[config.mk]
export PLATFORM = sky130hd
export DESIGN_NAME = isqrt_seq
export DESIGN_NICKNAME = d
export VERILOG_FILES = /design/src/rtl/isqrt_seq_pkg.sv /design/src/rtl/isqrt_seq_step.sv /design/src/rtl/isqrt_seq.sv
export SDC_FILE = /design/constraint.sdc
export NUM_CORES = 1
export LEC_CHECK = 0
export BUFFER_PORTS_ARGS = -buffer_cell sky130_fd_sc_hd__buf_2
export CAP_MARGIN = 20
export CORE_ASPECT_RATIO = 1.4
export CORE_MARGIN = 2
export CORE_UTILIZATION = 59
export CTS_CLUSTER_DIAMETER = 60
export DETAILED_ROUTE_END_ITERATION = 10
export PLACE_DENSITY = 0.93
export SYNTH_ARGS = -nofsm -noshare
export SYNTH_HDL_FRONTEND = slang
export SYNTH_SLANG_ARGS = --single-unit
[constraint.sdc]
create_clock -name sys_clk -period 5.6 [get_ports sys_clk]
set_input_delay 0.84 -clock sys_clk [delete_from_list [all_inputs] [get_ports sys_clk]]
set_output_delay 0.84 -clock sys_clk [all_outputs]
set_load 0.1 [all_outputs]
[src/rtl/isqrt_seq_pkg.sv]
// Shared definitions for the sequential integer square root:
// FSM state encodings and the iteration-counter width helper.
package isqrt_seq_pkg;

  // FSM state encodings (kept as plain constants for legacy tools).
  localparam logic [1:0] ST_IDLE = 2'd0;
  localparam logic [1:0] ST_CALC = 2'd1;
  localparam logic [1:0] ST_DONE = 2'd2;

  // Width of the iteration counter. The counter only has to hold
  // BITWIDTH-1, so $clog2(BITWIDTH) bits suffice (never narrower than 1).
  function automatic int cnt_width(input int bitwidth);
    return (bitwidth > 1) ? $clog2(bitwidth) : 1;
  endfunction

endpackage

[src/rtl/isqrt_seq_step.sv]
// One restoring square-root digit step: brings down two radicand bits,
// tries to subtract (4*root + 1) and produces one new root bit.
// Kept combinational and stand-alone so the step can later be unrolled
// or pipelined without touching the control logic.
module isqrt_step #(
  parameter int BITWIDTH = 32
) (
  input  logic [BITWIDTH+1:0] rem_p,
  input  logic [BITWIDTH-1:0] root_p,
  input  logic [1:0]          bits,
  output logic [BITWIDTH+1:0] rem_next,
  output logic [BITWIDTH-1:0] root_next
);

  logic [BITWIDTH+1:0] r2;
  logic [BITWIDTH+1:0] t;

  // Trial subtraction: keep the difference when it does not go negative.
  always_comb begin
    // NOTE: every output of a combinational block gets a value on every
    // path; assigning defaults first makes that obvious and rules out latches.
    rem_next  = '0;
    root_next = '0;
    // The partial remainder never exceeds 2*root_p, so shifting it left by
    // two cannot lose significant bits at BITWIDTH+2 bits.
    r2 = (rem_p << 2) | {{BITWIDTH{1'b0}}, bits};
    t  = {root_p, 2'b01};
    if (r2 >= t) begin
      rem_next  = r2 - t;
      root_next = (root_p << 1) | BITWIDTH'(1);
    end else begin
      rem_next  = r2;
      root_next = root_p << 1;
    end
  end

endmodule

[src/rtl/isqrt_seq.sv]
// Sequential integer square root, one result bit per clock.
// Accepts a 2*BITWIDTH-bit radicand over a valid/ready handshake and
// returns floor(sqrt(x)), the remainder x - root^2 and a perfect-square flag.
// The final iteration lands in DONE; the result registers are loaded on
// the first DONE cycle, so out_valid rises BITWIDTH+1 edges after accept.
module isqrt_seq
  import isqrt_seq_pkg::*;
#(
  parameter int BITWIDTH = 32
) (
  input  logic                  sys_clk,
  input  logic                  sys_rst,
  input  logic                  in_valid,
  output logic                  in_ready,
  input  logic [2*BITWIDTH-1:0] x,
  output logic                  out_valid,
  input  logic                  out_ready,
  output logic [BITWIDTH-1:0]   root,
  output logic [BITWIDTH:0]     rem,
  output logic                  is_square
);

  localparam int CW = cnt_width(BITWIDTH);

  logic [1:0]            state;
  logic [CW-1:0]         cnt;
  logic [2*BITWIDTH-1:0] opnd;
  logic [BITWIDTH-1:0]   root_p;
  logic [BITWIDTH+1:0]   rem_p;

  logic [BITWIDTH-1:0]   root_next;
  logic [BITWIDTH+1:0]   rem_next;

  isqrt_step #(
    .BITWIDTH (BITWIDTH)
  ) u_step (
    .rem_p     (rem_p),
    .root_p    (root_p),
    .bits      (opnd[2*BITWIDTH-1 -: 2]),
    .rem_next  (rem_next),
    .root_next (root_next)
  );

  // Control FSM, iteration datapath and registered result/handshake outputs.
  always_ff @(posedge sys_clk) begin
    // NOTE: state registers use non-blocking assignments so every register
    // in this block samples the values from before the clock edge.
    if (sys_rst) begin
      // Datapath registers are cleared as well; an aborted operation
      // leaves nothing behind that could leak into the next one.
      state     <= ST_IDLE;
      cnt       <= '0;
      opnd      <= '0;
      root_p    <= '0;
      rem_p     <= '0;
      in_ready  <= 1'b0;
      out_valid <= 1'b0;
      root      <= '0;
      rem       <= '0;
      is_square <= 1'b0;
    end else begin
      case (state)
        ST_IDLE: begin
          in_ready <= 1'b1;
          if (in_valid && in_ready) begin
            opnd     <= x;
            root_p   <= '0;
            rem_p    <= '0;
            cnt      <= CW'(BITWIDTH - 1);
            in_ready <= 1'b0;
            state    <= ST_CALC;
          end
        end

        ST_CALC: begin
          opnd   <= opnd << 2;
          root_p <= root_next;
          rem_p  <= rem_next;
          if (cnt == '0) begin
            state <= ST_DONE;
          end else begin
            cnt <= cnt - CW'(1);
          end
        end

        ST_DONE: begin
          if (!out_valid) begin
            // Publish the finished result; it stays put under backpressure.
            out_valid <= 1'b1;
            root      <= root_p;
            rem       <= rem_p[BITWIDTH:0];
            is_square <= (rem_p == '0);
          end else if (out_ready) begin
            out_valid <= 1'b0;
            in_ready  <= 1'b1;
            state     <= ST_IDLE;
          end
        end

        default: begin
          state    <= ST_IDLE;
          in_ready <= 1'b0;
        end
      endcase
    end
  end

endmodule

Word-level counts from Yosys, hierarchy flattened. Index checks and enable logic that the tools add are counted.

Input bits: 68. Flip-flop bits (word level): 205. Output and inout bits: 68.

Bitwise logic cells: 3. $lt $le $gt $ge: 1. Equal/unequal tests: 7. $add $sub $neg: 2. Multiplexer cells: 22. Reductions and logical operators: 10.

Operators by type and width (count): case mux 64 bit (2 select lines) (1); 2-to-1 mux 34 bit (2); case mux 34 bit (2 select lines) (1); 2-to-1 mux 64 bit (1); case mux 32 bit (2 select lines) (1); >= comparator 34 bit (1); logical NOT 34 bit (1); bitwise OR 34 x 2 -> 34 bit (1); subtractor 34 bit (1); 2-to-1 mux 32 bit (1); 2-to-1 mux 5 bit (2); != test 2 bit, second input constant (5); case mux 5 bit (2 select lines) (1); 2-to-1 mux 2 bit (4); 2-to-1 mux 1 bit (6); case mux 2 bit (3 select lines) (1); AND reduction 3 bit (2); logical NOT 5 bit (1); subtractor 5 x 1 -> 5 bit, second input constant (1); AND reduction 2 bit (2); AND reduction 4 bit (1); case mux 1 bit (3 select lines) (1); == test 2 x 1 -> 1 bit, second input constant (1); == test 2 bit, second input constant (1); 4 further kinds (5).

Longest topological paths before layout. Gate-level depths: netlist (run 1).

Word-level depth: 4. Mapped depth: 12.

Modules after synthesis. A second synthesis (run 1) with hierarchy kept.

Cell total of the unflattened synthesis: 1419. Area total of the unflattened synthesis: 10889.2 um^2.

Modules (own cells, without submodules): isqrt_seq (instances 1, cells an instance 996, area an instance 7808.7 um^2); isqrt_step (instances 1, cells an instance 423, area an instance 3080.5 um^2).

Worst setup path before layout (run 1). Ideal clock, no wire load.

Path kind: register to register. Start point: reg root_p[13]. End point: reg rem_p[10]. Cell stages (with the launch flop): 13. Setup time: 128 ps. Slack: 3128 ps. Data required time: 5472 ps. Clock period less this slack: 2472 ps. Data arrival time: 2345 ps. Cell sequence: dfxtp_1 -> inv_1 -> ha_1 -> buf_2 -> nand4_1 -> nor4_4 -> o311ai_2 -> nand4_1 -> a31oi_2 -> o21ai_4 -> buf_6 -> mux2i_1 -> o21ai_1.

Cells in the longest elaborated chain, start to end: 3.

RTL lines: start: declaration (RTL line isqrt_seq.sv:28) `logic [BITWIDTH-1:0] root_p;`; start signal: assignment (RTL line isqrt_seq.sv:77) `root_p <= root_next;`; >= comparator 34 bit (RTL line isqrt_seq_step.sv:28) `if (r2 >= t) begin`; 2-to-1 mux 34 bit (RTL line isqrt_seq_step.sv:28); case mux 34 bit (2 select lines) (RTL line isqrt_seq.sv:62) `case (state)`; end signal: assignment (RTL line isqrt_seq.sv:78) `rem_p <= rem_next;`; end: declaration (RTL line isqrt_seq.sv:29) `logic [BITWIDTH+1:0] rem_p;`.

Every way passes these cells. A chain may end at the register's enable or synchronous reset.

Worst setup path after layout (run 1).
Start point: reg root_p[15]. End point: reg rem_p[12].

Same word-level chain as after synthesis.

==> impl_metrics.prom, run 1 <==
# TYPE chip_impl_metric gauge
chip_impl_metric{name="power_per_cell_area",unit="nW/µm²"} 634.5
chip_impl_metric{name="cts_buffers",unit=""} 20
chip_impl_metric{name="dieHeight",unit="µm"} 157.0
chip_impl_metric{name="design.die.area",unit="µm²"} 17780
chip_impl_metric{name="fin_tns_setup",unit="ns"} 0
chip_impl_metric{name="share_of_yosys_cell_area_claimed_by_the_top_area_cell_type",unit="%"} 41.61
chip_impl_info{name="synth_area_leaders",value="sky130_fd_sc_hd__dfxtp_1 42%, sky130_fd_sc_hd__nand2_1 12%, sky130_fd_sc_hd__a311oi_1 5.6%, sky130_fd_sc_hd__a21oi_1 5.3%, sky130_fd_sc_hd__nor2_1 4.6%"} 1
chip_impl_metric{name="port_buffers",unit=""} 135
chip_impl_metric{name="vias",unit=""} 9258
chip_impl_metric{name="final_nets",unit=""} 1446
chip_impl_metric{name="track_usage",unit="%"} 27.40
chip_impl_info{name="unrepaired_setup_endpoints_after_global_routing",value="false"} 1
chip_impl_metric{name="synth-async-reset-ratio",unit="%"} 0
chip_impl_metric{name="required",unit="ns"} 5.95
chip_impl_metric{name="cts_htree_levels",unit=""} 1
chip_impl_metric{name="core",unit="µm²"} 16240
chip_impl_metric{name="place.detailed.hpwl",unit="mm"} 16.90
chip_impl_metric{name="stdcell_count",unit=""} 1555
chip_impl_metric{name="postCtsSetupBuffers",unit=""} 0
chip_impl_metric{name="static-leakage-power",unit="nW"} 4.575
chip_impl_metric{name="timing.final.crit_period",unit="ns"} 3.379
chip_impl_metric{name="syn-mean-instance-area",unit="µm²"} 7.839
chip_impl_info{name="synth_top_flop_cell",value="sky130_fd_sc_hd__dfxtp_1"} 1
chip_impl_metric{name="data_arrival_at_the_endpoint_of_the_critical_path",unit="ns"} 3.73
chip_impl_metric{name="post_cts.resized_instances",unit=""} 0
chip_impl_metric{name="cts_hold_buffers",unit=""} 0
chip_impl_metric{name="netlist_instances",unit=""} 1258
chip_impl_metric{name="slowest_delay",unit="ns"} 0.54
chip_impl_metric{name="first_iter_violations",unit=""} 613
chip_impl_metric{name="synth.distinct_cells",unit=""} 65
chip_impl_info{name="hp-class",value="flip-flop to flip-flop"} 1
chip_impl_metric{name="ys_warn_count",unit=""} 0
chip_impl_metric{name="grt_pass1_wl",unit="mm"} 40.73
chip_impl_metric{name="final_hold_viol_count",unit=""} 0
chip_impl_metric{name="synthToLayoutAreaGrowth",unit="%"} 14.29
chip_impl_info{name="end_kind",value="flip-flop"} 1
chip_impl_metric{name="drt_wl_total",unit="mm"} 25.18
chip_impl_metric{name="cts.clk_slew.worst_paths",unit="ns"} 0.06
chip_impl_metric{name="slew_violations",unit=""} 0
chip_impl_metric{name="setup_ws",unit="ns"} 2.221
chip_impl_info{name="post-synth-top-count-cell",value="sky130_fd_sc_hd__nand2_1"} 1
chip_impl_info{name="failed_checks",value="DRC"} 1
chip_impl_metric{name="worst_clock_skew",unit="ns"} 0.02123
chip_impl_metric{name="row_count",unit=""} 55
chip_impl_metric{name="ir_worst_vdd",unit="µV"} 389.1
chip_impl_metric{name="synthesis.area",unit="µm²"} 9862
chip_impl_metric{name="cp_max_fo",unit=""} 22
chip_impl_info{name="run_status",value="finished with violations"} 1
chip_impl_metric{name="antenna_violating_nets_post_route",unit=""} 0
chip_impl_metric{name="tightestPinTransition",unit="ns"} 1.060
chip_impl_info{name="cp_cell_sequence",value="inv_1 > ha_1 > nand4_1 > nor4_4 > o311ai_2 > nand4_1 > a31oi_2 > o21ai_4 > buf_4 > mux2i_1 > o21ai_1"} 1
chip_impl_metric{name="drcViolationCount",unit=""} 5
chip_impl_metric{name="yosys_register_bits",unit=""} 205
chip_impl_metric{name="design_power_total",unit="W"} 0.007151
chip_impl_metric{name="grt_max_degree",unit=""} 125
chip_impl_metric{name="number_of_global_route_vias_before_repair",unit=""} 8762
chip_impl_metric{name="synth-seq-area-share",unit="%"} 41.61
chip_impl_info{name="clockRootBuffer",value="sky130_fd_sc_hd__clkbuf_16"} 1
chip_impl_info{name="launching_element_type_of_the_critical_path",value="flip-flop"} 1
chip_impl_metric{name="max_clock_freq",unit="MHz"} 295.9
chip_impl_info{name="synth_common_cells",value="323 x sky130_fd_sc_hd__nand2_1, 205 x sky130_fd_sc_hd__dfxtp_1, 121 x sky130_fd_sc_hd__nor2_1"} 1
chip_impl_metric{name="wire_per_inst",unit="µm"} 16.19
chip_impl_metric{name="place_ws",unit="ns"} 2.275
chip_impl_metric{name="detail_route.first_pass.iterations",unit=""} 8
chip_impl_metric{name="insertedDiodeCount",unit=""} 0
chip_impl_metric{name="globalRoute.totalOverflow",unit=""} 0
chip_impl_info{name="critical_path.most_common_cell",value="sky130_fd_sc_hd__nand4_1"} 1
chip_impl_metric{name="placed_cells",unit=""} 1517
chip_impl_metric{name="clkLatencyLatePin",unit="ns"} 0.50
chip_impl_metric{name="sinks_on_the_clock_net",unit=""} 205
chip_impl_metric{name="syn-num-nets",unit=""} 1362
chip_impl_metric{name="timing.slew.headroom",unit="%"} 29.33
chip_impl_metric{name="final-setup-viol-count",unit=""} 0
chip_impl_metric{name="die_width",unit="µm"} 113.3
chip_impl_metric{name="layout_worst_path_cycle_share",unit="%"} 60.35
chip_impl_metric{name="synth_edf_count",unit=""} 0
chip_impl_metric{name="clock_path_buffers",unit=""} 3
chip_impl_metric{name="grt_antenna_before_repair",unit=""} 0
chip_impl_metric{name="vias_per_cell",unit=""} 5.954
chip_impl_info{name="critical-path-slowest-cell",value="sky130_fd_sc_hd__o21ai_4"} 1
chip_impl_metric{name="post_route_cells_drive_above_1_share",unit="%"} 14.53
chip_impl_info{name="yosysTopAreaCell",value="sky130_fd_sc_hd__dfxtp_1"} 1
chip_impl_metric{name="num_io_pins",unit=""} 136
chip_impl_info{name="setup.worst_path.class",value="flip-flop to flip-flop"} 1
chip_impl_metric{name="max_cap_violations",unit=""} 0
chip_impl_metric{name="routabilityCongestion",unit=""} 0.9112
chip_impl_metric{name="worst_hold_slack",unit="ns"} 0.4500
chip_impl_metric{name="floorplan.initialDensity",unit="%"} 60.72
chip_impl_info{name="tritoncts_clock_tree",value="yes"} 1
==> power breakdown <==
part / internal, W / switching [W]
logic: 0.00166 / 0.00232
clock network: 0.000837 / 0.000569
registers: 0.00161 / 0.000145
==> kinds of logic (layout without fill, tap and decap cells) <==
logic type / count (synthesis) / in the layout / share of synthesized area, %
AND/OR/NAND/NOR: 520 / 520 / 21.76
AO/OA/AOI/OAI: 315 / 315 / 21.82
flip-flops: 205 / 205 / 41.61
buffers and inverters: 128 / 226 / 5.113
adder cells (fa/ha/maj): 36 / 36 / 4.567
XOR/XNOR: 29 / 29 / 2.575
multiplexers: 25 / 25 / 2.550
==> layout make-up <==
type / count / area, µm²
Timing Repair Buffer: 145 / 777.0
Multi-Input combinational cell: 925 / 5284
Tap cell: 199 / 249.0
Sequential cell: 205 / 4104
Clock buffer: 30 / 599.3
Inverter: 45 / 168.9
Fill cell: 1287 / 4970
Clock inverter: 6 / 88.84
==> per-stage QoR <==
step	instance area, µm²	utilization (%)
floorplan	9862	-
global placement	10540	64.92
detailed placement	10540	64.92
CTS	11230	69.16
global route	11270	69.40
finish	11270	69.40
==> per-layer routing <==
metal	track usage, %	wire [µm]	vias to the layer above
li1	-	-	4544
met1	32.47	10180	4334
met2	49.24	12690	309
met3	4.505	1437	71
met4	10.86	879	0
met5	0	0	-
==> critical path, delay by kind of cell (launching register included) <==
kind	cells	cell delay [ns]
compound gates	4	0.93
fa+ha+maj	1	0.41
flops	1	0.38
simple gates	3	0.72
mux	1	0.26
buf+inv	2	0.50
==> layout by cell type, fill, tap and decap left out, types with 7 or more instances in the layout <==
cell                        instances
sky130_fd_sc_hd__nand2_1          323
sky130_fd_sc_hd__dfxtp_1          205
sky130_fd_sc_hd__buf_2            134
sky130_fd_sc_hd__nor2_1           119
sky130_fd_sc_hd__a21oi_1          104
sky130_fd_sc_hd__a311oi_1          63
sky130_fd_sc_hd__inv_1             45
sky130_fd_sc_hd__ha_1              36
sky130_fd_sc_hd__a22oi_1           35
sky130_fd_sc_hd__o21ai_0           28
sky130_fd_sc_hd__mux2i_1           24
sky130_fd_sc_hd__o21ai_1           22
sky130_fd_sc_hd__clkbuf_16         21
sky130_fd_sc_hd__xor2_1            17
sky130_fd_sc_hd__nand3_1           13
sky130_fd_sc_hd__xnor2_1           12
sky130_fd_sc_hd__nor3_1            11
sky130_fd_sc_hd__nor4_1            10
sky130_fd_sc_hd__buf_4              9
sky130_fd_sc_hd__nand4_1            8
sky130_fd_sc_hd__a21o_1             7
==> final timing paths <==
kind | startpoint | depth (start not counted) | slack [ns] | end
max | root_p[15] | 11 | 2.22 | rem_p[12]
min | rem[26] | 2 | 0.45 | rem[26]
max reg2reg | root_p[15] | 11 | 2.22 | rem_p[12]
min reg2reg | rem[26] | 2 | 0.45 | rem[26]
==> registers in the layout, indices dropped and copies added, names as in the netlist <==
| register | count |
|---|---|
| in_ready | 1 |
| cnt | 5 |
| out_valid | 1 |
| is_square | 1 |
| root_p | 32 |
| root | 32 |
| rem_p | 34 |
| rem | 33 |
| opnd | 64 |
| state | 2 |
No activity file was read; power rests on OpenSTA's default activity.
==> run 2, diff against run 1 <==
Settings changed: ABC_AREA from default to 1, PLACE_DENSITY 0.93 to 0.92.
Clock period 5.6 ns to 3.3 ns, I/O delays scaled along.
==> run 2 against run 1 <==
The run now ends clean; critical endpoint is now rem_p[33]; register-to-register slack lost 1.6 ns; worst hold slack lost 0.20 ns; non-clock buffer count grew 7; routed wire length grew 33%; worst setup slack lost 1.6 ns; synthesized area grew 12%; first-iteration DRC count grew 42%; die area grew 12%; largest cell class unchanged; critical path depth grew 2; fmax grew 24%.
==> impl_metrics.prom, run 2 <==
# TYPE chip_impl_metric gauge
chip_impl_info{name="run_status",value="finished, final reports clean"} 1
chip_impl_info{name="unrepaired_setup_endpoints_after_global_routing",value="false"} 1
chip_impl_metric{name="track_usage",unit="%"} 32.94
chip_impl_info{name="setup.worst_path.class",value="flip-flop to flip-flop"} 1
chip_impl_info{name="clockRootBuffer",value="sky130_fd_sc_hd__clkbuf_16"} 1
chip_impl_metric{name="vias_per_cell",unit=""} 5.645
chip_impl_metric{name="die_width",unit="µm"} 119.6
chip_impl_metric{name="rr_worst_depth",unit=""} 13
chip_impl_metric{name="cts_htree_levels",unit=""} 1
chip_impl_metric{name="vias",unit=""} 11500
chip_impl_metric{name="yosys_register_bits",unit=""} 205
chip_impl_metric{name="first_iter_violations",unit=""} 868
chip_impl_metric{name="post_route_cells_drive_above_1_share",unit="%"} 12.05
chip_impl_metric{name="synth-async-reset-ratio",unit="%"} 0
chip_impl_metric{name="synth_edf_count",unit=""} 0
chip_impl_metric{name="drcViolationCount",unit=""} 0
chip_impl_metric{name="synthesis.area",unit="µm²"} 11030
chip_impl_metric{name="timing.final.crit_period",unit="ns"} 2.723
chip_impl_metric{name="cts.clk_slew.worst_paths",unit="ns"} 0.06
chip_impl_metric{name="grt_max_degree",unit=""} 125
chip_impl_metric{name="netlist_instances",unit=""} 1698
chip_impl_info{name="synth_common_cells",value="593 x sky130_fd_sc_hd__nand2_1, 205 x sky130_fd_sc_hd__dfxtp_1, 195 x sky130_fd_sc_hd__inv_1"} 1
chip_impl_metric{name="synth.distinct_cells",unit=""} 34
chip_impl_metric{name="design.die.area",unit="µm²"} 19830
chip_impl_metric{name="hold-path-cell-count",unit=""} 3
chip_impl_info{name="synth_area_leaders",value="sky130_fd_sc_hd__dfxtp_1 37%, sky130_fd_sc_hd__nand2_1 20%, sky130_fd_sc_hd__a21oi_1 7.3%, sky130_fd_sc_hd__inv_1 6.6%, sky130_fd_sc_hd__nand3_1 6.4%"} 1
chip_impl_metric{name="post_cts.resized_instances",unit=""} 0
chip_impl_metric{name="syn-mean-instance-area",unit="µm²"} 6.498
chip_impl_metric{name="max_clock_freq",unit="MHz"} 367.3
chip_impl_metric{name="postCtsSetupBuffers",unit=""} 0
chip_impl_metric{name="synth-seq-area-share",unit="%"} 37.19
chip_impl_metric{name="insertedDiodeCount",unit=""} 0
chip_impl_metric{name="synthToLayoutAreaGrowth",unit="%"} 12.80
chip_impl_metric{name="core",unit="µm²"} 18460
chip_impl_metric{name="num_io_pins",unit=""} 136
chip_impl_metric{name="clock_path_buffers",unit=""} 3
chip_impl_metric{name="grt_pass1_wl",unit="mm"} 53.65
chip_impl_metric{name="globalRoute.totalOverflow",unit=""} 0
chip_impl_info{name="largest_register",value="opnd"} 1
chip_impl_info{name="end_kind",value="flip-flop"} 1
chip_impl_metric{name="fin_tns_setup",unit="ns"} 0
chip_impl_metric{name="number_of_flip_flops_under_the_largest_register_name",unit=""} 64
chip_impl_metric{name="cts_buffers",unit=""} 22
chip_impl_metric{name="sinks_on_the_clock_net",unit=""} 205
chip_impl_metric{name="number_of_global_route_vias_before_repair",unit=""} 11050
chip_impl_metric{name="clkLatencyLatePin",unit="ns"} 0.51
chip_impl_metric{name="required",unit="ns"} 3.72
chip_impl_metric{name="floorplan.initialDensity",unit="%"} 59.79
chip_impl_info{name="synth_top_flop_cell",value="sky130_fd_sc_hd__dfxtp_1"} 1
chip_impl_metric{name="tightestPinTransition",unit="ns"} 0.9545
chip_impl_info{name="yosysTopAreaCell",value="sky130_fd_sc_hd__dfxtp_1"} 1
chip_impl_metric{name="multi_input_gate_area_in_the_final_layout",unit="µm²"} 5782
chip_impl_metric{name="layout_worst_path_cycle_share",unit="%"} 82.51
chip_impl_metric{name="timing.slew.headroom",unit="%"} 36.29
chip_impl_info{name="post-synth-top-count-cell",value="sky130_fd_sc_hd__nand2_1"} 1
chip_impl_metric{name="grt_antenna_before_repair",unit=""} 0
chip_impl_info{name="hp-class",value="primary input to flip-flop"} 1
chip_impl_metric{name="cts_hold_buffers",unit=""} 0
chip_impl_metric{name="antenna_violating_nets_post_route",unit=""} 0
chip_impl_metric{name="max_cap_violations",unit=""} 0
chip_impl_metric{name="syn-num-nets",unit=""} 1802
chip_impl_info{name="launching_element_type_of_the_critical_path",value="flip-flop"} 1
chip_impl_metric{name="data_arrival_at_the_endpoint_of_the_critical_path",unit="ns"} 3.14
chip_impl_metric{name="detail_route.first_pass.iterations",unit=""} 6
chip_impl_metric{name="drt_wl_total",unit="mm"} 33.37
chip_impl_metric{name="ys_warn_count",unit=""} 0
chip_impl_info{name="tritoncts_clock_tree",value="yes"} 1
chip_impl_metric{name="final_hold_viol_count",unit=""} 0
chip_impl_metric{name="slew_violations",unit=""} 0
chip_impl_metric{name="final_nets",unit=""} 1886
chip_impl_metric{name="routabilityCongestion",unit=""} 0.9783
chip_impl_info{name="layout_common_cells",value="591 x sky130_fd_sc_hd__nand2_1, 205 x sky130_fd_sc_hd__dfxtp_1, 193 x sky130_fd_sc_hd__inv_1"} 1
chip_impl_info{name="leading_cell_type_in_the_layout_fill_and_taps_excluded",value="sky130_fd_sc_hd__nand2_1"} 1
chip_impl_metric{name="place.detailed.hpwl",unit="mm"} 24.02
chip_impl_metric{name="nFillCells",unit=""} 1610
chip_impl_metric{name="worst_clock_skew",unit="ns"} 0.02355
chip_impl_metric{name="dieHeight",unit="µm"} 165.8
chip_impl_metric{name="row_count",unit=""} 59
chip_impl_metric{name="share_of_yosys_cell_area_claimed_by_the_top_area_cell_type",unit="%"} 37.19
chip_impl_info{name="reg_top3",value="opnd: 64 flops, rem_p: 34 flops, rem: 33 flops"} 1
chip_impl_metric{name="port_buffers",unit=""} 135
chip_impl_metric{name="final-setup-viol-count",unit=""} 0
chip_impl_metric{name="wire_per_inst",unit="µm"} 16.38
chip_impl_metric{name="seq_area",unit="µm²"} 4104
chip_impl_metric{name="cp_max_fo",unit=""} 35
[run 2: changes by cell type after synthesis, sizes merged, moves of 14 or more]
cell,change
a21oi,+55
nand2,+276
buf,+20
inv,+155
xor2,-15
o21ai,+23
a311oi,-63
a22oi,-34
a31oi,+59
nand3,+134
nand3b,+14
nor2,-65
mux2i,-24
[run 2: per-stage QoR]
step	util [%]	setup WS [ns]	std cells	hold slack [ns]	cell area, µm²
2_1_floorplan	-	1.066	1698	0.4401	11030
3_3_place_gp	63.68	0.7203	2001	0.4444	11750
3_5_place_dp	63.79	0.6737	2002	0.4503	11770
4_1_cts	67.44	0.6191	2037	0.2353	12450
5_1_grt	67.44	0.3908	2037	0.2530	12450
6_report	67.44	0.5772	2037	0.2454	12450
[run 2: critical path, cell delays in order, from the launching register on]
cell and delay (ns):
sky130_fd_sc_hd__dfxtp_1 0.41, sky130_fd_sc_hd__inv_1 0.08, sky130_fd_sc_hd__ha_1 0.39, sky130_fd_sc_hd__nand2_2 0.11, sky130_fd_sc_hd__nor2_2 0.17, sky130_fd_sc_hd__nand2_1 0.10
sky130_fd_sc_hd__nor2_2 0.18, sky130_fd_sc_hd__nor3b_4 0.26, sky130_fd_sc_hd__nor2_4 0.12, sky130_fd_sc_hd__nand2_4 0.37, sky130_fd_sc_hd__nand2_1 0.16, sky130_fd_sc_hd__nand2_1 0.09
sky130_fd_sc_hd__nand2_1 0.05, sky130_fd_sc_hd__a21oi_1 0.14
[run 2: cells by family (layout without fill, tap and decap cells)]
kind of cell | after synthesis | in the layout | synth area share [%]
simple gates | 848 | 848 | 32.44
fa+ha+maj | 36 | 36 | 4.082
buf+inv | 292 | 387 | 10.57
flops | 205 | 205 | 37.19
xor+xnor | 16 | 16 | 1.270
compound gates | 301 | 301 | 14.45
[run 2: routing by layer]
layer / wire length (µm) / GRT usage (%) / up-vias
li1: - / - / 5621
met4: 2477 / 21.64 / 0
met3: 2326 / 5.975 / 122
met1: 12580 / 37.15 / 5269
met5: 0 / 0 / -
met2: 15980 / 56.42 / 487
[run 2: final cells by class]
class / count / share of cell area, %
clock inverters: 6 / 0.4524
flip-flops and latches: 205 / 32.97
repair buffers: 152 / 6.675
inverters: 200 / 6.031
well taps: 244 / 2.453
clock buffers: 29 / 4.966
multi-input cells: 1201 / 46.45
[run 2: final timing paths]
kind,startpoint,end,slack (ns)
setup reg to reg,root_p[25],rem_p[33],0.58
setup / recovery,root_p[25],rem_p[33],0.58
hold / removal,x[28],opnd[28],0.25
hold reg to reg,rem[20],rem[20],0.46
Power of run 2 is left out: the tool's default activity adds up to more than one toggle a clock period on the data nets, which glitch-free logic cannot reach.
==> run 3, diff against run 2 <==
Settings changed: CORE_UTILIZATION 59 to 53, PLACE_DENSITY 0.92 to 0.88.
Clock period 3.3 ns to 2.4 ns, I/O delays scaled along.
==> run 3 against run 2 <==
Die area increased by 11%; sequential share of layout area decreased by 2.4 points; clock skew decreased by 0.013 ns; critical path depth unchanged; final cell count increased by 4.5%; flip-flop and latch count unchanged; first-iteration DRC count decreased by 3.7%; routed wire length increased by 3.1%; register-to-register slack got worse by 0.46 ns; global-route usage decreased by 3.1 points; critical path type unchanged; highest routed layer unchanged.
==> impl_metrics.prom, run 3 (same netlist as run 2, synthesis figures left out) <==
# TYPE chip_impl_metric gauge
chip_impl_info{name="run_status",value="finished, final reports clean"} 1
chip_impl_metric{name="grt_pass1_wl",unit="mm"} 53.99
chip_impl_info{name="launching_element_type_of_the_critical_path",value="flip-flop"} 1
chip_impl_metric{name="detail_route.first_pass.iterations",unit=""} 6
chip_impl_metric{name="die_width",unit="µm"} 125.9
chip_impl_metric{name="sw_frac_of_total",unit="%"} 42.48
chip_impl_metric{name="power_per_cell_area",unit="nW/µm²"} 1050
chip_impl_metric{name="cts_htree_levels",unit=""} 1
chip_impl_metric{name="number_of_flip_flops_under_the_largest_register_name",unit=""} 64
chip_impl_info{name="holdCritStartpoint",value="x[21]"} 1
chip_impl_metric{name="worst_hold_slack",unit="ns"} 0.1095
chip_impl_metric{name="max_clock_freq",unit="MHz"} 438.1
chip_impl_metric{name="sinks_on_the_clock_net",unit=""} 205
chip_impl_info{name="reg2reg_to",value="rem_p[29]"} 1
chip_impl_metric{name="first_iter_violations",unit=""} 836
chip_impl_metric{name="ir_worst_vdd",unit="µV"} 780.4
chip_impl_metric{name="fin_tns_setup",unit="ns"} 0
chip_impl_info{name="layout_common_cells",value="579 x sky130_fd_sc_hd__nand2_1, 194 x sky130_fd_sc_hd__dfxtp_1, 193 x sky130_fd_sc_hd__inv_1"} 1
chip_impl_metric{name="p_seq_share",unit="%"} 27.8
chip_impl_metric{name="design.die.area",unit="µm²"} 22010
chip_impl_metric{name="cts.clk_slew.worst_paths",unit="ns"} 0.06
chip_impl_metric{name="clkLatencyLatePin",unit="ns"} 0.51
chip_impl_metric{name="place.detailed.hpwl",unit="mm"} 24.81
chip_impl_metric{name="static-leakage-power",unit="nW"} 6.153
chip_impl_metric{name="timing.slew.headroom",unit="%"} 50.30
chip_impl_info{name="worstSetupStartpoint",value="root_p[20]"} 1
chip_impl_metric{name="slowest_delay",unit="ns"} 0.37
chip_impl_metric{name="net-switching-power",unit="W"} 0.006007
chip_impl_metric{name="tightestPinTransition",unit="ns"} 0.7454
chip_impl_metric{name="max_cap_violations",unit=""} 0
chip_impl_metric{name="post_route_cells_drive_above_1_share",unit="%"} 18.96
chip_impl_info{name="unrepaired_setup_endpoints_after_global_routing",value="true"} 1
chip_impl_info{name="clockRootBuffer",value="sky130_fd_sc_hd__clkbuf_16"} 1
chip_impl_metric{name="timing.critical_path.buf_inv",unit=""} 3
chip_impl_metric{name="insertedDiodeCount",unit=""} 0
chip_impl_metric{name="drcViolationCount",unit=""} 0
chip_impl_metric{name="synthToLayoutAreaGrowth",unit="%"} 22.04
chip_impl_metric{name="rr_worst_depth",unit=""} 13
chip_impl_metric{name="antenna_violating_nets_post_route",unit=""} 0
chip_impl_metric{name="core",unit="µm²"} 20480
chip_impl_metric{name="dieHeight",unit="µm"} 174.7
chip_impl_info{name="cp_cell_sequence",value="inv_1 > ha_4 > nand2_1 > buf_4 > nor2_2 > nand2_1 > nor2_2 > nor3b_4 > nor2_4 > buf_4 > nand3_1 > nand3_1 > a21oi_2"} 1
chip_impl_metric{name="design_power_total",unit="W"} 0.01414
chip_impl_metric{name="track_usage",unit="%"} 29.88
chip_impl_metric{name="number_of_global_route_vias_before_repair",unit=""} 11120
chip_impl_info{name="setup.worst_path.class",value="flip-flop to flip-flop"} 1
chip_impl_metric{name="num_io_pins",unit=""} 136
chip_impl_metric{name="hold-path-cell-count",unit=""} 3
chip_impl_info{name="tritoncts_clock_tree",value="yes"} 1
chip_impl_metric{name="floorplan.initialDensity",unit="%"} 53.88
chip_impl_metric{name="final_nets",unit=""} 1962
chip_impl_metric{name="vias",unit=""} 11710
chip_impl_metric{name="cp_max_fo",unit=""} 6
chip_impl_info{name="reg_top3",value="opnd: 64 flops, rem_p: 34 flops, rem: 33 flops"} 1
chip_impl_info{name="hp-class",value="primary input to flip-flop"} 1
chip_impl_info{name="critical-path-slowest-cell",value="sky130_fd_sc_hd__dfxtp_4"} 1
chip_impl_metric{name="grt_max_degree",unit=""} 143
chip_impl_metric{name="final-setup-viol-count",unit=""} 0
chip_impl_metric{name="drt_wl_total",unit="mm"} 34.42
chip_impl_metric{name="cts_hold_buffers",unit=""} 0
chip_impl_metric{name="worst_clock_skew",unit="ns"} 0.01082
chip_impl_metric{name="regToRegSetupSlack",unit="ns"} 0.12
chip_impl_metric{name="vias_per_cell",unit=""} 5.502
chip_impl_info{name="regToRegStartpoint",value="root_p[20]"} 1
chip_impl_metric{name="row_count",unit=""} 62
chip_impl_metric{name="wire_per_inst",unit="µm"} 16.17
chip_impl_metric{name="power.share.combinational",unit="%"} 49.4
chip_impl_info{name="critPathTopFamily",value="simple AND/OR/NAND/NOR gates"} 1
chip_impl_metric{name="data_arrival_at_the_endpoint_of_the_critical_path",unit="ns"} 2.72
chip_impl_metric{name="layout_worst_path_cycle_share",unit="%"} 95.11
chip_impl_metric{name="timing.final.crit_period",unit="ns"} 2.283
chip_impl_info{name="end_kind",value="flip-flop"} 1
chip_impl_metric{name="required",unit="ns"} 2.84
chip_impl_metric{name="cts_buffers",unit=""} 21
chip_impl_metric{name="clock_power_share",unit="%"} 22.8
chip_impl_metric{name="port_buffers",unit=""} 135
chip_impl_metric{name="routabilityCongestion",unit=""} 1.034
chip_impl_info{name="largest_register",value="opnd"} 1
chip_impl_metric{name="globalRoute.totalOverflow",unit=""} 0
chip_impl_metric{name="slew_violations",unit=""} 0
chip_impl_metric{name="clock_path_buffers",unit=""} 3
chip_impl_info{name="leading_cell_type_in_the_layout_fill_and_taps_excluded",value="sky130_fd_sc_hd__nand2_1"} 1
chip_impl_info{name="hold_path_end",value="opnd[21]"} 1
chip_impl_metric{name="final_hold_viol_count",unit=""} 0
chip_impl_metric{name="grt_antenna_before_repair",unit=""} 0
chip_impl_metric{name="internal_power",unit="W"} 0.008134
==> run 3: cell count changes in the layout (fill, tap and decap cells not counted), sizes merged <==
| cell | previous run | this run |
|---|---|---|
| buf | 152 | 229 |
| clkinv | 2 | 6 |
| clkbuf | 29 | 30 |
| inv | 204 | 201 |
==> run 3: layer usage <==
| layer | GRT usage, % | part of all wire (%) | wire [µm] | up-vias |
|---|---|---|---|---|
| li1 | - | - | - | 5789 |
| met5 | 0 | 0 | 0 | - |
| met2 | 52.78 | 49 | 16820 | 436 |
| met3 | 4.899 | 6.0 | 2056 | 121 |
| met4 | 18.73 | 7.4 | 2535 | 0 |
| met1 | 33.15 | 38 | 13010 | 5363 |
==> run 3: per-stage QoR <==
stage	area (µm²)	util (%)	instances	setup slack, ns
after floorplan	11030	-	1698	0.1656
after global placement	12430	60.67	2089	-0.08230
after detailed placement	12430	60.67	2089	-0.08658
after CTS	13150	64.19	2126	0.02144
after global routing	13470	65.76	2128	-0.09179
final	13470	65.76	2128	0.1174
==> run 3: area by class of cell <==
class	instances	area, µm²
Inverter	200	750.7
Clock inverter	7	57.56
Sequential cell	205	4120
Fill cell	1805	7013
Timing Repair Buffer	229	1500
Tap cell	256	320.3
Clock buffer	30	619.3
Multi-Input combinational cell	1201	6098
==> run 3: timing repair <==
action / CTS / global route
setup buffers: 0 / 1
endpoints found under the setup margin: 34 / 34
gates resized for setup: 11 / 59
pin swaps: 0 / 4
==> run 3: how the worst max path moves through the flow <==
stage	to	slack (ns)	depth (start not counted)
2_1_floorplan	root_p[24]	0.17	9
3_3_place_gp	rem_p[6]	-0.08	13
3_5_place_dp	rem_p[6]	-0.09	13
4_1_cts	rem_p[25]	0.02	17
5_1_grt	rem_p[19]	-0.09	14
6_report	rem_p[29]	0.12	13
==> run 3: power groups by stage <==
| stage | clock network [W] | logic [W] | registers (W) |
|---|---|---|---|
| global placement | 0 | 0.00649 | 0.00397 |
| CTS | 0.00325 | 0.00662 | 0.00391 |
| detailed placement | 0 | 0.00655 | 0.00398 |
| finish | 0.00322 | 0.00699 | 0.00393 |
| floorplan | 0 | 0.00435 | 0.00405 |
| global route | 0.00336 | 0.00769 | 0.00396 |
==> run 3: worst reg2reg max path: cells and delay by family (launching register included) <==
kind / cells / cell delay [ns]
compound gates: 1 / 0.19
fa+ha+maj: 1 / 0.29
buf+inv: 3 / 0.39
flops: 1 / 0.37
simple gates: 8 / 0.97
